**src/rtl/hdmi_overlay_engine_pkg.sv**
```systemverilog
// Shared definitions for the HDMI overlay engine: sequencing states,
// default widths and a helper that derives porch/sync boundaries.
package hdmi_overlay_engine_pkg;

  localparam int PIX_W_DEF = 24;
  localparam int CNT_W_DEF = 12;

  typedef enum logic [1:0] {
    ST_IDLE   = 2'd0,
    ST_HUNT   = 2'd1,
    ST_LOCKED = 2'd2
  } ovl_state_t;

  // Per-axis timing bundle: total period and the sync pulse window [start, end)
  typedef struct packed {
    logic [15:0] total;
    logic [15:0] sync_start;
    logic [15:0] sync_end;
  } axis_timing_t;

  function automatic axis_timing_t axis_timing(input int act, input int fp,
                                               input int sw, input int bp);
    axis_timing_t t;
    t.total      = 16'(act + fp + sw + bp);
    t.sync_start = 16'(act + fp);
    t.sync_end   = 16'(act + fp + sw);
    return t;
  endfunction

endpackage

```
**src/rtl/hdmi_overlay_engine_timing_gen.sv**
```systemverilog
// Raster counters and raw (unpolarised) timing flags. Counters are held at
// zero while run is low so a restart always begins on a frame boundary.
module video_timing_gen
  import hdmi_overlay_engine_pkg::*;
#(
  parameter int H_ACTIVE = 1920,
  parameter int H_FRONT  = 88,
  parameter int H_SYNC   = 44,
  parameter int H_BACK   = 148,
  parameter int V_ACTIVE = 1080,
  parameter int V_FRONT  = 4,
  parameter int V_SYNC   = 5,
  parameter int V_BACK   = 36,
  parameter int CNT_W    = CNT_W_DEF
) (
  input  logic             clock,
  input  logic             rst,
  input  logic             run,
  output logic [CNT_W-1:0] h_count,
  output logic [CNT_W-1:0] v_count,
  output logic             active,
  output logic             hsync_on,
  output logic             vsync_on,
  output logic             frame_boundary
);

  localparam axis_timing_t H_T = axis_timing(H_ACTIVE, H_FRONT, H_SYNC, H_BACK);
  localparam axis_timing_t V_T = axis_timing(V_ACTIVE, V_FRONT, V_SYNC, V_BACK);

  localparam logic [CNT_W-1:0] H_LAST   = CNT_W'(H_T.total - 16'd1);
  localparam logic [CNT_W-1:0] V_LAST   = CNT_W'(V_T.total - 16'd1);
  localparam logic [CNT_W-1:0] H_ACT    = CNT_W'(H_ACTIVE);
  localparam logic [CNT_W-1:0] V_ACT    = CNT_W'(V_ACTIVE);
  localparam logic [CNT_W-1:0] HS_START = CNT_W'(H_T.sync_start);
  localparam logic [CNT_W-1:0] HS_END   = CNT_W'(H_T.sync_end);
  localparam logic [CNT_W-1:0] VS_START = CNT_W'(V_T.sync_start);
  localparam logic [CNT_W-1:0] VS_END   = CNT_W'(V_T.sync_end);

  // Pixel and line counters; vertical advances on horizontal wrap
  always_ff @(posedge clock or posedge rst) begin
    if (rst) begin
      h_count <= '0;
      v_count <= '0;
    end else if (!run) begin
      h_count <= '0;
      v_count <= '0;
    end else if (h_count == H_LAST) begin
      h_count <= '0;
      v_count <= (v_count == V_LAST) ? '0 : v_count + 1'b1;
    end else begin
      h_count <= h_count + 1'b1;
    end
  end

  // Raw timing decode from the current counter state
  always_comb begin
    active         = (h_count < H_ACT) && (v_count < V_ACT);
    hsync_on       = (h_count >= HS_START) && (h_count < HS_END);
    vsync_on       = (v_count >= VS_START) && (v_count < VS_END);
    frame_boundary = (h_count == '0) && (v_count == '0);
  end

endmodule

```
**src/rtl/hdmi_overlay_engine.sv**
```systemverilog
// HDMI overlay engine: raster timing plus window blend of a streamed overlay
// over a background colour, with colour-key transparency and SOF locking.
//
// state  | meaning
// IDLE   | timing stopped, counters at 0, syncs inactive, no pixels taken
// HUNT   | window pixels consumed and dropped until SOF lands on first window pixel
// LOCKED | window pixels consumed and displayed (subject to colour key)
module hdmi_overlay_engine
  import hdmi_overlay_engine_pkg::*;
#(
  parameter int H_ACTIVE = 1920,
  parameter int H_FRONT  = 88,
  parameter int H_SYNC   = 44,
  parameter int H_BACK   = 148,
  parameter int V_ACTIVE = 1080,
  parameter int V_FRONT  = 4,
  parameter int V_SYNC   = 5,
  parameter int V_BACK   = 36,
  parameter bit HS_POL   = 1'b1,
  parameter bit VS_POL   = 1'b1,
  parameter int CNT_W    = CNT_W_DEF,
  parameter int PIX_W    = PIX_W_DEF
) (
  input  logic             clock,
  input  logic             masterReset,
  input  logic             enable,
  input  logic [CNT_W-1:0] winX,
  input  logic [CNT_W-1:0] winY,
  input  logic [CNT_W-1:0] winW,
  input  logic [CNT_W-1:0] winH,
  input  logic [PIX_W-1:0] bgColor,
  input  logic [PIX_W-1:0] keyColor,
  input  logic             keyEnable,
  input  logic [PIX_W-1:0] pixData,
  input  logic             pixSof,
  input  logic             pixValid,
  output logic             pixReady,
  output logic             DE,
  output logic             HSYNC,
  output logic             VSYNC,
  output logic [PIX_W-1:0] data,
  output logic             frameStart,
  output logic             underflow,
  input  logic             clearUnderflow
);

  logic [CNT_W-1:0] h_count, v_count;
  logic             tg_active, tg_hsync, tg_vsync, frame_boundary;
  logic             run, active_run;

  ovl_state_t state, state_nxt, frame_state;

  logic [CNT_W-1:0] sh_x, sh_y, sh_w, sh_h;
  logic [PIX_W-1:0] sh_key;
  logic             sh_key_en;
  logic [CNT_W-1:0] eff_x, eff_y, eff_w, eff_h;
  logic [PIX_W-1:0] eff_key;
  logic             eff_key_en;

  logic [CNT_W:0]   x_end, y_end;
  logic             in_win, first_pix, accept, key_hit, show_pix, uf_set;
  logic [PIX_W-1:0] pix_nxt;

  // Enable is only honoured on the frame boundary; the pixel at (0,0) already
  // belongs to the frame being entered, so it sees the resolved state.
  assign frame_state = !frame_boundary ? state :
                       (!enable ? ST_IDLE : ((state == ST_IDLE) ? ST_HUNT : state));
  assign run         = (frame_state != ST_IDLE);
  assign active_run  = run && tg_active;

  video_timing_gen #(
    .H_ACTIVE (H_ACTIVE),
    .H_FRONT  (H_FRONT),
    .H_SYNC   (H_SYNC),
    .H_BACK   (H_BACK),
    .V_ACTIVE (V_ACTIVE),
    .V_FRONT  (V_FRONT),
    .V_SYNC   (V_SYNC),
    .V_BACK   (V_BACK),
    .CNT_W    (CNT_W)
  ) u_timing (
    .clock          (clock),
    .rst            (masterReset),
    .run            (run),
    .h_count        (h_count),
    .v_count        (v_count),
    .active         (tg_active),
    .hsync_on       (tg_hsync),
    .vsync_on       (tg_vsync),
    .frame_boundary (frame_boundary)
  );

  // Live settings apply on the boundary pixel itself, shadows for the rest of the frame
  assign eff_x      = frame_boundary ? winX      : sh_x;
  assign eff_y      = frame_boundary ? winY      : sh_y;
  assign eff_w      = frame_boundary ? winW      : sh_w;
  assign eff_h      = frame_boundary ? winH      : sh_h;
  assign eff_key    = frame_boundary ? keyColor  : sh_key;
  assign eff_key_en = frame_boundary ? keyEnable : sh_key_en;

  // Capture window and key settings once per frame
  always_ff @(posedge clock or posedge masterReset) begin
    if (masterReset) begin
      sh_x      <= '0;
      sh_y      <= '0;
      sh_w      <= '0;
      sh_h      <= '0;
      sh_key    <= '0;
      sh_key_en <= 1'b0;
    end else if (frame_boundary) begin
      sh_x      <= winX;
      sh_y      <= winY;
      sh_w      <= winW;
      sh_h      <= winH;
      sh_key    <= keyColor;
      sh_key_en <= keyEnable;
    end
  end

  // Window ends computed one bit wider so x+w never wraps back into the raster
  assign x_end     = {1'b0, eff_x} + {1'b0, eff_w};
  assign y_end     = {1'b0, eff_y} + {1'b0, eff_h};
  assign in_win    = active_run && (eff_w != '0) && (eff_h != '0) &&
                     ({1'b0, h_count} >= {1'b0, eff_x}) && ({1'b0, h_count} < x_end) &&
                     ({1'b0, v_count} >= {1'b0, eff_y}) && ({1'b0, v_count} < y_end);
  assign first_pix = in_win && (h_count == eff_x) && (v_count == eff_y);
  assign accept    = in_win && pixValid;
  assign key_hit   = eff_key_en && (pixData == eff_key);

  // FSM state register
  always_ff @(posedge clock or posedge masterReset) begin
    if (masterReset) state <= ST_IDLE;
    else             state <= state_nxt;
  end

  // FSM next state: frame-level resolution, then stream lock tracking
  always_comb begin
    state_nxt = frame_state;
    if (accept) begin
      case (frame_state)
        ST_HUNT:   if (first_pix && pixSof)  state_nxt = ST_LOCKED;
        ST_LOCKED: if (pixSof && !first_pix) state_nxt = ST_HUNT;
        default:   state_nxt = frame_state;
      endcase
    end
  end

  // FSM outputs: stream handshake, underflow request and pixel select
  always_comb begin
    pixReady = in_win;
    uf_set   = in_win && !pixValid;
    show_pix = 1'b0;
    if (accept) begin
      case (frame_state)
        ST_HUNT:   show_pix = first_pix && pixSof;
        ST_LOCKED: show_pix = !(pixSof && !first_pix);
        default:   show_pix = 1'b0;
      endcase
    end
    if (!active_run)                pix_nxt = '0;
    else if (show_pix && !key_hit)  pix_nxt = pixData;
    else                            pix_nxt = bgColor;
  end

  // Registered video outputs, one clock behind the counters
  always_ff @(posedge clock or posedge masterReset) begin
    if (masterReset) begin
      DE         <= 1'b0;
      HSYNC      <= ~HS_POL;
      VSYNC      <= ~VS_POL;
      data       <= '0;
      frameStart <= 1'b0;
    end else begin
      DE         <= active_run;
      HSYNC      <= (run && tg_hsync) ? HS_POL : ~HS_POL;
      VSYNC      <= (run && tg_vsync) ? VS_POL : ~VS_POL;
      data       <= pix_nxt;
      frameStart <= run && frame_boundary;
    end
  end

  // Sticky underflow flag; a clear in the same cycle as a new underflow wins
  always_ff @(posedge clock or posedge masterReset) begin
    if (masterReset)         underflow <= 1'b0;
    else if (clearUnderflow) underflow <= 1'b0;
    else if (uf_set)         underflow <= 1'b1;
  end

endmodule

```
**config.mk**
```make
export PLATFORM = sky130hd
export DESIGN_NAME = hdmi_overlay_engine
export DESIGN_NICKNAME = d
export VERILOG_FILES = /design/src/rtl/hdmi_overlay_engine_pkg.sv /design/src/rtl/hdmi_overlay_engine_timing_gen.sv /design/src/rtl/hdmi_overlay_engine.sv
export SDC_FILE = /design/constraint.sdc
export NUM_CORES = 1
export LEC_CHECK = 0
export CAP_MARGIN = 10
export CORE_AREA = 2 2 188 190
export CTS_CLUSTER_DIAMETER = 50
export DETAILED_ROUTE_END_ITERATION = 8
export DIE_AREA = 0 0 190 192
export SYNTH_ARGS = -nofsm -noshare
export SYNTH_HDL_FRONTEND = slang
export SYNTH_SLANG_ARGS = --single-unit
```
**constraint.sdc**
```tcl
create_clock -name clock -period 13.9 [get_ports clock]
set_input_delay 2.78 -clock clock [delete_from_list [all_inputs] [get_ports clock]]
set_output_delay 2.78 -clock clock [all_outputs]
set_load 0.02 [all_outputs]
```
==> results of run 1 <==
synthesized netlist by cell type (all sizes together), types with 3 or more instances:
cell type  count
o21a           7
and4           3
a21o          21
o22ai          3
and2           6
clkbuf        27
o2111ai        5
o221ai         4
nand2b        11
xnor2         44
ha            73
nand4         13
buf            8
and3          10
o21ai         46
nand2        231
dfrtp        128
nand4b         3
o31ai          3
a211oi         3
nor2b          8
nand3         36
a21oi         37
o311ai         3
or3            6
nor2          49
nor3          11
nor4          18
mux2i         40
xor2          23
inv           53
layout by cell type (no fill, tap or decap), drive strengths merged, types with 8 or more instances in the layout:
cell	n
a21oi	37
mux2i	40
nor4	18
clkbuf	25
a21o	21
nor3	11
nor2b	8
clkdlybuf4s50	156
nand3	36
dfrtp	128
ha	73
inv	53
xnor2	44
xor2	23
nand2b	11
nand2	231
nor2	49
nand4	13
o21ai	46
and3	10
through the flow:
stage / area (um^2) / std cells / setup WS, ns / power [W]
2_1_floorplan: 8520 / 975 / 4.72 / 0.00180
3_3_place_gp: 10500 / 1555 / 2.99 / 0.00223
3_5_place_dp: 10500 / 1555 / 2.94 / 0.00225
4_1_cts: 11100 / 1585 / 2.90 / 0.00270
5_1_grt: 11100 / 1585 / 2.57 / 0.00294
6_report: 11100 / 1585 / 2.94 / 0.00267
final cells by class:
type,instances,area [um^2],share of cell area [%]
Sequential cell,128,3200,29.0
Clock inverter,5,55.1,0.498
Inverter,53,204,1.84
Clock buffer,25,495,4.48
Multi-Input combinational cell,759,4940,44.7
Tap cell,455,569,5.15
Timing Repair Buffer,160,1590,14.4
cells by family (layout without fill, tap and decap cells):
kind of cell | count (synthesis) | after routing | share of synthesized area (%)
compound gates | 162 | 162 | 12.4
flops | 128 | 128 | 37.6
simple gates | 412 | 412 | 22.4
buf+inv | 88 | 243 | 4.50
xor+xnor | 67 | 67 | 6.89
fa+ha+maj | 76 | 76 | 11.2
mux | 42 | 42 | 5.01
sequential cells by signal (all words and copies together) (netlist names), 12 cells and up:
signal / flops
data: 24
u_timing.h_count: 12
sh_h: 12
sh_key: 24
sh_w: 12
sh_y: 12
sh_x: 12
u_timing.v_count: 12
where the power goes:
| part | internal, W | switching (W) | total, W |
|---|---|---|---|
| clock | 0.000262 | 0.000163 | 0.000426 |
| combinational | 0.000681 | 0.000966 | 0.00165 |
| sequential | 0.000520 | 0.0000729 | 0.000593 |
| total | 0.00146 | 0.00120 | 0.00267 |
worst paths after layout:
kind                                          startpoint  slack, ns             endpoint
max                                              winX[0]       2.94             pixReady
min                                  sh_key_en$_DFF_PP0_       0.46  sh_key_en$_DFF_PP0_
max reg2reg                u_timing.h_count[1]$_DFF_PP0_       6.55   data[19]$_DFF_PP0_
min reg2reg                          sh_key_en$_DFF_PP0_       0.46  sh_key_en$_DFF_PP0_
max in group asynchronous                    masterReset       9.71   data[12]$_DFF_PP0_
min in group asynchronous                    masterReset       2.80    data[4]$_DFF_PP0_
critical path, cell delays in order:
cell and delay (ns):
sky130_fd_sc_hd__clkdlybuf4s50_1 0.47, sky130_fd_sc_hd__nand2_1 0.09, sky130_fd_sc_hd__nand2_1 0.14, sky130_fd_sc_hd__ha_1 0.28
sky130_fd_sc_hd__maj3_1 0.36, sky130_fd_sc_hd__o21ai_0 0.07, sky130_fd_sc_hd__a21boi_0 0.14, sky130_fd_sc_hd__o41ai_1 0.66
sky130_fd_sc_hd__o311ai_0 0.26, sky130_fd_sc_hd__a21o_1 0.20, sky130_fd_sc_hd__a21oi_1 0.18, sky130_fd_sc_hd__xnor2_1 0.09
sky130_fd_sc_hd__ha_1 0.18, sky130_fd_sc_hd__a2111oi_0 0.59, sky130_fd_sc_hd__a221oi_1 0.15, sky130_fd_sc_hd__nor3b_1 0.17
sky130_fd_sc_hd__o211a_1 0.18, sky130_fd_sc_hd__nor3_1 0.48, sky130_fd_sc_hd__clkdlybuf4s50_1 0.71
layer usage:
metal,wire (um),up-vias,share of wire (%)
li1,-,3676,-
met4,482,4,1.9
met3,1360,38,5.4
met5,31,-,0.12
met1,11400,3469,45
met2,11900,190,47
==> key figures, run 1 <==
Run status
  – Status: complete, no violations

Routing
  – Via density: 4.65
  – Via count: 7377
  – Detailed Route Iter0 Violations: 359
  – Total length of routed wires: 25200 um
  – Residual DRC: 0
  – Detail-routed net length per standard cell: ~16 um
  – Number of iterations in the first detailed-routing pass: 5
  – Number of nets with antenna violations after routing: 0

Clock tree
  – TritonCTS sink count: 128
  – Setup repair bufs after CTS: 0
  – Clock-pin slew of the registers on the worst-case setup and hold paths: 0.05 ns
  – Count of cells resized by post-cts repair: 0
  – Clock insertion delay at the later pin of the skew report: 0.42 ns
  – Number of H-tree branching levels: 4
  – TritonCTS clock tree: done
  – Root Driver: sky130_fd_sc_hd__clkbuf_16
  – Number of CTS-inserted buffers: 17
  – Bufs on Longest Clock Path: 2
  – Post-CTS Hold Fix Bufs: 0

Critical path
  – WP data required: 11.12 ns
  – Endpoint kind of the worst setup timing path: output pin
  – Worst Setup Start Kind: input pin
  – Path type of the worst setup path: input pin to output pin
  – Worst-path maximum fanout: 4
  – Data arrival time of the critical path: 8.18 ns
  – Number of cells on the worst reg-to-reg path: 26

Placed design
  – Weighted congestion at the end of routability-driven global placement: 0.889
  – Detailed placement HPWL: 19200 um
  – Total of buffers placed on input and output ports: about 160

STA
  – Setup repair after global routing missed its margin: no
  – F_max: 91.2 MHz
  – Maximum clock skew at final layout: about 0.011 ns
  – Worst Max-Slew Pin Slew: 0.992 ns
  – Final critical-path share of the clock period: 78.9%
  – Slew HR: 33.9%
  – Worst hold margin: 0.464 ns
  – Sum of negative setup slack: 0 ns
  – Final hold violation count: 0
  – Minimum period implied by the final worst setup slack: 10.96 ns
  – Count of final max-slew check failures: 0
  – Final setup violation count: 0

Global route
  – Layer with the highest usage after global routing: met2
  – GRT Util Overall: roughly 14%
  – Wire length of the first global-routing pass: around 40000 um
  – Fraction of met1 tracks used by global routing: 17.4%
  – Overflow left after global routing: 0
  – Met3 global-route usage: 3.34%
  – Pin count of the biggest net entering global routing: 74
  – Number of antenna violations at the first check in global routing: 3
  – Met2 demand-to-capacity share in global routing: 23.8%
  – Number of global-route vias before repair: 7376

Power and ir drop
  – Worst supply voltage drop on vdd: ~0.11 mV
  – Leakage power total: 5.33 nW
  – Power Dens Cells: 241 mW/mm^2

Layout
  – Antenna diodes: 0
  – Final core area utilization: roughly a third
  – Final nets: 1320
  – Synthesis-to-layout area growth: 29.8%
  – Fillcell total: roughly 3500
  – Share of post-route cells with drive strength above 1: 3.81%

Job
  – Max cap viols: 0

Synthesis
  – Average footprint of a synthesized cell: 8.74 um^2
  – Synth async-reset ratio: 100%
  – Count of yosys warnings during synthesis: 0
  – Synthesis-stage register bit count: 128
  – Sequential fraction of the synthesis area: 37.6%
  – Flip-flop cell with the highest count after synthesis: sky130_fd_sc_hd__dfrtp_1
  – Mapped cell area: approximately 0.0085 mm^2
  – Library cell occupying the most area in the post-synthesis netlist: sky130_fd_sc_hd__dfrtp_1
  – Syn Nets: 1176
  – Fraction of synthesized cell area taken by the top area cell type: 37.6%
  – Post-Synthesis Cells: roughly 980
  – Largest cells by area after synthesis: sky130_fd_sc_hd__dfrtp_1 (38%), sky130_fd_sc_hd__ha_1 (11%), sky130_fd_sc_hd__nand2_1 (10%)
  – Number of synthesized flops with an enable pin: 0
  – Number of library cell types mapped by synthesis: 68

Floorplan
  – Die Span X: 190 um
  – Area of the core region: 0.0343 mm^2
  – Area enclosed by the die boundary: roughly 0.036 mm^2
  – Effective utilization at floorplan: 24.8%
  – Die extent in y: 192 um
  – Number of standard-cell rows in the floorplan: 68
  – Count of boundary I/O pins: 157

Min path
  – Type of the most critical hold path: register to register
  – WHS Path Cells: 2
Power figures use the tool's default switching activity.
==> run 2: changes to the inputs <==
- clock period: 13.9 -> 9 ns (I/O delays scaled with it)
==> run 2 against run 1 <==
Against the previous run:
- utilization grew 0.50 points
- first-iteration DRC count grew 28%
- count of clock-buffer cells in the layout decreased by 6
- wire length grew 5.2%
- register-to-register slack got worse by 4.0 ns
- sequential cell count did not move
- worst hold slack gained 0.0016 ns
- combinational power is 59% higher
- largest power group unchanged
- highest routed layer is now met4
==> key figures, run 2 (same netlist as run 1, synthesis figures left out) <==
Run status
  – Status: complete, no violations

Global route
  – Overflow left after global routing: 0 (unchanged)
  – Number of global-route vias before repair: 7547 (+2.3%)
  – Met2 demand-to-capacity share in global routing: 24.8% (+1.0 points)
  – Layer with the highest usage after global routing: met2
  – GRT Util Overall: 14.5% (+0.51 points)
  – Pin count of the biggest net entering global routing: 75 (+1.4%)
  – Met3 global-route usage: 3.05% (-0.29 points)
  – Number of antenna violations at the first check in global routing: 1 (-2)
  – Wire length of the first global-routing pass: 40900 um (+2.8%)
  – Fraction of met1 tracks used by global routing: 18.2% (+0.75 points)

Layout
  – Final nets: 1334 (+1.1%)
  – Synthesis-to-layout area growth: 31.8%
  – Largest registers: data x24, sh_key x24
  – Multi-input combinational cell area: 0.00495 mm^2 (+0.33%)
  – Most frequent cells in the layout: sky130_fd_sc_hd__nand2_1 (230), sky130_fd_sc_hd__clkdlybuf4s50_1 (156), sky130_fd_sc_hd__dfrtp_1 (128)
  – Most frequent standard cell in the layout excluding fill and tap cells: sky130_fd_sc_hd__nand2_1
  – Sequential cell area: 0.00320 mm^2 (unchanged)
  – Share of post-route cells with drive strength above 1: 5.59% (+1.8 points)
  – Fillcell total: 3512 (-1.0%)
  – Cell area after layout: 0.0112 mm^2 (+1.5%)

Critical path
  – Cells along the critical path: clkdlybuf4s50_1 > nand2_1 > nand2_1 > ha_1 > maj3_1 > o21ai_0 > a21boi_0 > o41ai_1 > buf_4 > o311ai_0 > a21o_1 > a21oi_1 > xnor2_1 > ha_1 > a2111oi_2 > a221oi_1 > nor3b_1 > o211a_1 > nor3_1 > buf_4 > clkdlybuf4s50_1
  – Worst-path maximum fanout: 4 (unchanged)
  – Endpoint of the most critical register-to-register path: data[19]$_DFF_PP0_
  – Number of cells on the worst reg-to-reg path: 27 (+3.8%)
  – Register-to-register setup slack: 2.53 ns (-4.02 ns)
  – Worst Setup Start Kind: input pin
  – Worst flop-to-flop path startpoint: u_timing.h_count[1]$_DFF_PP0_
  – Data arrival time of the critical path: 6.81 ns (-1.37 ns)
  – WP data required: 7.20 ns (-3.92 ns)
  – Endpoint kind of the worst setup timing path: output pin
  – Critical Path Slowest Stage Cell: sky130_fd_sc_hd__clkdlybuf4s50_1
  – Path type of the worst setup path: input pin to output pin
  – Delay of the slowest cell on the worst path: 0.60 ns (-0.11 ns)

Clock tree
  – Number of H-tree branching levels: 4 (unchanged)
  – TritonCTS clock tree: done
  – Clock-pin slew of the registers on the worst-case setup and hold paths: 0.06 ns (about the same)
  – Number of CTS-inserted buffers: 17 (unchanged)
  – Bufs on Longest Clock Path: 2 (unchanged)
  – TritonCTS sink count: 128 (unchanged)
  – Root Driver: sky130_fd_sc_hd__clkbuf_16
  – Clock insertion delay at the later pin of the skew report: 0.43 ns (about the same)

Job
  – Max cap viols: 0 (unchanged)

Floorplan
  – Die extent in y: 192 um (unchanged)
  – Area enclosed by the die boundary: 0.0365 mm^2 (unchanged)
  – Die Span X: 190 um (unchanged)
  – Area of the core region: 0.0343 mm^2 (unchanged)
  – Count of boundary I/O pins: 157 (unchanged)
  – Number of standard-cell rows in the floorplan: 68 (unchanged)
  – Effective utilization at floorplan: 24.8% (unchanged)

Power and ir drop
  – Worst supply voltage drop on vdd: 0.137 mV (+30%)
  – Pint: 0.00234 W (+60%)
  – Leakage power total: 5.43 nW (+1.9%)
  – Comb power frac: 61.6% (-0.2 points)
  – Portion of total power attributed to the clock network: 16.9% (+0.9 points)
  – Power Dens Cells: 381 mW/mm^2 (+58%)
  – Final Power: 0.00427 W (+60%)
  – Net switching share of the total power: 45.1% (about the same)
  – Sequential power share: 21.5% (-0.7 points)
  – Switching pwr: 0.00193 W (+60%)

STA
  – Final setup violation count: 0 (unchanged)
  – Final critical-path share of the clock period: 95.7%
  – Slew HR: 32.6% (-1.3 points)
  – Count of final max-slew check failures: 0 (unchanged)
  – Worst Max-Slew Pin Slew: 1.01 ns (+0.0196 ns)
  – Setup repair after global routing missed its margin: no
  – Minimum period implied by the final worst setup slack: 8.61 ns
  – Final hold violation count: 0 (unchanged)
  – Maximum clock skew at final layout: 0.00667 ns (-0.00384 ns)
  – Sum of negative setup slack: 0 ns (unchanged)
  – F_max: 116 MHz

Routing
  – Residual DRC: 0 (unchanged)
  – Detail-routed net length per standard cell: 16.5 um (+4.0%)
  – Via density: 4.71 (+1.2%)
  – Detailed Route Iter0 Violations: 458 (+28%)
  – Total length of routed wires: 26500 um (+5.2%)
  – Number of nets with antenna violations after routing: 0 (unchanged)
  – Number of iterations in the first detailed-routing pass: 5 (unchanged)
  – Via count: 7546 (+2.3%)

Placed design
  – Weighted congestion at the end of routability-driven global placement: 0.870 (-2.2%)
  – Post-Place Cell Area: 0.0106 mm^2 (+0.57%)
  – Detailed placement HPWL: 19900 um (+3.9%)
  – Total of buffers placed on input and output ports: 156 (unchanged)

Min path
  – WHS Path Cells: 2 (unchanged)
  – Type of the most critical hold path: register to register
  – Source of the worst hold timing path: sh_key_en$_DFF_PP0_
  – Hold worst-path end: sh_key_en$_DFF_PP0_
-- run 2: cell count changes in the layout (fill, tap and decap cells not counted), sizes merged --
cell    change
clkinv      +3
bufinv      +2
inv         +2
buf        +13
clkbuf      -6
diode       +2
nor2        +1
-- run 2: repair_timing --
item | CTS | global route
hold endpoints to repair | 0 | 0
setup endpoints to repair | 0 | 1
buffers inserted | 0 | 5
hold buffers | 0 | 0
resized for setup | 0 | 5
-- run 2: area by class of cell --
class	instances	share of cell area, %
Clock inverter	12	1.42
Clock buffer	19	3.95
Inverter	53	1.82
Antenna cell	2	0.0446
Multi-Input combinational cell	760	44.1
Tap cell	455	5.07
Sequential cell	128	28.5
Timing Repair Buffer	173	15.0
-- run 2: power by group through the flow --
stage	Combinational, W	Sequential (W)	Clock, W
2_1_floorplan	0.00182	0.000962	0
6_report	0.00263	0.000919	0.000722
4_1_cts	0.00259	0.000918	0.000737
3_5_place_dp	0.00258	0.000928	0
3_3_place_gp	0.00254	0.000920	0
5_1_grt	0.00296	0.000947	0.000762
-- run 2: per-layer routing --
layer,vias up,share of wire (%)
met5,-,0
li1,3704,-
met4,0,1.9
met2,259,48
met1,3547,44
met3,36,6.2
-- run 2: how the worst max path moves through the flow --
stage                     endpoint                       startpoint  cells past startpoint
after floorplan           pixReady    u_timing.h_count[1]$_DFF_PP0_                     29
after global placement    pixReady                          winX[0]                     21
after detailed placement  pixReady                          winX[0]                     21
after CTS                 pixReady  u_timing.v_count[0]$_DFFE_PP0P_                     24
after global routing      pixReady    u_timing.h_count[1]$_DFF_PP0_                     27
final                     pixReady                          winX[0]                     21
-- run 2: stage by stage --
stage / hold WS [ns] / worst slack, ns / utilization (%) / cells
after floorplan: 0.438 / 1.37 / - / 975
after global placement: 0.451 / 0.559 / 30.8 / 1563
after detailed placement: 0.457 / 0.246 / 30.8 / 1563
after CTS: 0.470 / 0.0321 / 32.6 / 1594
after global routing: 0.510 / 0.0724 / 32.7 / 1600
final: 0.465 / 0.387 / 32.7 / 1602
-- run 2: worst max-delay path, delay by kind of cell --
family          cells  cell delay [ns]
compound gates      9             1.94
buf+inv             4             1.45
xor+xnor            1             0.10
simple gates        4             0.65
fa+ha+maj           3             0.88
==> run 3: changes to the inputs <==
- CAP_MARGIN: 10 -> 20
- GPL_TIMING_DRIVEN: default -> 0
==> run 3 against run 2 <==
Against the previous run:
- maximum frequency up 2.5%
- via count grew 0.91%
- clock power increased by 3.7%
- worst hold slack better by 0.020 ns
- final area grew 1.7%
- setup slack better by 0.21 ns
- non-clock buffer count rose by 24
- wire length increased by 1.6%
- count of clock-buffer cells in the layout up 4
- highest routed layer unchanged
==> key figures, run 3 (same netlist as run 1, synthesis figures left out) <==
STA
  – Sum of negative setup slack: 0 ns (unchanged)
  – Worst hold margin: 0.485 ns (+0.0201 ns)
  – F_max: 119 MHz (+2.5%)
  – Setup ws final: 0.594 ns (+0.207 ns)
  – Final critical-path share of the clock period: 93.4% (-2.3 points)
  – Setup repair after global routing missed its margin: no
  – Final hold violation count: 0 (unchanged)
  – Worst Max-Slew Pin Slew: 0.774 ns (-0.238 ns)
  – Slew HR: 48.4% (+16 points)
  – Count of final max-slew check failures: 0 (unchanged)
  – Maximum clock skew at final layout: 0.0100 ns (+0.00334 ns)
  – Minimum period implied by the final worst setup slack: 8.41 ns (-0.207 ns)
  – Final setup violation count: 0 (unchanged)

Placed design
  – Detailed placement HPWL: 21200 um (+6.5%)
  – Total of buffers placed on input and output ports: 156 (unchanged)
  – Pre-CTS WS: -0.917 ns (-1.16 ns)
  – Weighted congestion at the end of routability-driven global placement: 0.850 (-2.3%)
  – Post-Place Cells: 1587 (+1.5%)

Routing
  – Via count: 7615 (+0.91%)
  – Total met3 wirelength after detailed routing: 1670 um (+1.6%)
  – Met1 routed wirelength after detailed routing: 11900 um (+1.4%)
  – Max Used Layer: met4
  – Number of nets with antenna violations after routing: 0 (unchanged)
  – Via density: 4.69 (-0.45%)
  – DR WL met2: 12400 um (-1.3%)
  – Residual DRC: 0 (unchanged)
  – Detail-routed net length per standard cell: 16.6 um (+0.23%)
  – Total length of routed wires: 26900 um (+1.6%)
  – Number of iterations in the first detailed-routing pass: 5 (unchanged)
  – Detailed Route Iter0 Violations: 402 (-12%)

Critical path
  – Worst-path maximum fanout: 15 (+11)
  – Register-to-register setup slack: 2.35 ns (-0.18 ns)
  – Data arrival time of the critical path: 6.61 ns (-0.20 ns)
  – Delay of the slowest cell on the worst path: 0.43 ns (-0.17 ns)
  – WP data required: 7.20 ns (about the same)
  – Path type of the worst setup path: register to output pin
  – Endpoint kind of the worst setup timing path: output pin
  – Worst Setup Start Kind: register
  – Critical Path Slowest Stage Cell: sky130_fd_sc_hd__dfrtp_1

Clock tree
  – TritonCTS sink count: 128 (unchanged)
  – Number of H-tree branching levels: 4 (unchanged)
  – Root Driver: sky130_fd_sc_hd__clkbuf_16
  – Number of CTS-inserted buffers: 17 (unchanged)
  – Post-CTS Hold Fix Bufs: 0 (unchanged)
  – Clock insertion delay at the later pin of the skew report: 0.43 ns (about the same)
  – Clock-pin slew of the registers on the worst-case setup and hold paths: 0.06 ns (about the same)
  – Bufs on Longest Clock Path: 2 (unchanged)
  – TritonCTS clock tree: done

Layout
  – Final core area utilization: 33.3% (+0.57 points)
  – Most frequent cells in the layout: sky130_fd_sc_hd__nand2_1 (230), sky130_fd_sc_hd__clkdlybuf4s50_1 (155), sky130_fd_sc_hd__dfrtp_1 (127)
  – Largest registers: data x24, sh_key x24
  – Antenna diodes: 0 (-2)
  – Share of post-route cells with drive strength above 1: 5.73% (+0.14 points)
  – Fillcell total: 3534 (+0.63%)
  – Synthesis-to-layout area growth: 34.1%
  – Most frequent standard cell in the layout excluding fill and tap cells: sky130_fd_sc_hd__nand2_1
  – Fin cells: 1624 (+1.4%)
  – Final nets: 1357 (+1.7%)

Floorplan
  – Die Span X: 190 um (unchanged)
  – Die extent in y: 192 um (unchanged)
  – Area of the core region: 0.0343 mm^2 (unchanged)
  – Number of standard-cell rows in the floorplan: 68 (unchanged)
  – Area enclosed by the die boundary: 0.0365 mm^2 (unchanged)
  – Count of boundary I/O pins: 157 (unchanged)
  – Effective utilization at floorplan: 24.8% (unchanged)

Power and ir drop
  – Power Dens Cells: 382 mW/mm^2 (+0.48%)
  – Leakage power total: 5.53 nW (+1.8%)
  – Worst supply voltage drop on vdd: 0.201 mV (+47%)

Global route
  – Number of antenna violations at the first check in global routing: 0 (-1)
  – Wire length of the first global-routing pass: 42100 um (+3.0%)
  – Number of global-route vias before repair: 7747 (+2.7%)
  – GRT Util Overall: 15.0% (+0.45 points)
  – Pin count of the biggest net entering global routing: 66 (-12%)
  – Overflow left after global routing: 0 (unchanged)

Run status
  – Status: complete, no violations

Min path
  – Type of the most critical hold path: register to register

Job
  – Max cap viols: 0 (unchanged)
## run 3: final timing paths
check / cells past startpoint / from / to
min reg2reg: 2 / sh_key[3]$_DFF_PP0_ / sh_key[3]$_DFF_PP0_
max in group asynchronous: 3 / masterReset / u_timing.h_count[1]$_DFF_PP0_
max reg2reg: 32 / u_timing.v_count[0]$_DFFE_PP0P_ / data[13]$_DFF_PP0_
min in group asynchronous: 2 / masterReset / data[12]$_DFF_PP0_
min: 2 / sh_key[3]$_DFF_PP0_ / sh_key[3]$_DFF_PP0_
max: 29 / u_timing.v_count[0]$_DFFE_PP0P_ / pixReady
## run 3: power breakdown
group	total, W	internal, W	switching, W
sequential	0.000914	0.000804	0.000109
clock	0.000749	0.000485	0.000264
combinational	0.00270	0.00112	0.00159
## run 3: per-layer routing
layer | global-route usage (%) | up-vias
met1 | 18.6 | 3585
met3 | 3.36 | 48
li1 | - | 3762
met2 | 25.1 | 220
met5 | 0 | -
met4 | 5.99 | 0
## run 3: layout make-up
class                      count  area, um^2  area share [%]
buffer                        33         188            1.64
clock buffer                  23         478            4.18
clock inverter                 9         155            1.36
inverter                      53         204            1.79
multi-input combinational    759        4980            43.6
sequential                   128        3200            28.1
tap                          455         569            4.98
timing repair buffer         164        1640            14.4
## run 3: what timing repair did
item | in CTS | in global routing
buffers inserted | 5 | 2
gates resized for setup | 11 | 8
pin swaps | 3 | 1
endpoints found under the setup margin | 1 | 1
## run 3: through the flow
step	total power [W]	area, um^2
6_report	0.00437	11400
5_1_grt	0.00476	11400
4_1_cts	0.00438	11400
3_5_place_dp	0.00356	10700
3_3_place_gp	0.00349	10600
2_1_floorplan	0.00278	8520
## run 3: worst max-delay path, delay by kind of cell, from the launching register on
family / cells / cell delay [ns]
buffers and inverters: 5 / 1.07
XOR/XNOR: 1 / 0.10
flip-flops: 1 / 0.43
AO/OA/AOI/OAI: 7 / 1.35
AND/OR/NAND/NOR: 12 / 2.23
adder cells (fa/ha/maj): 4 / 1.00
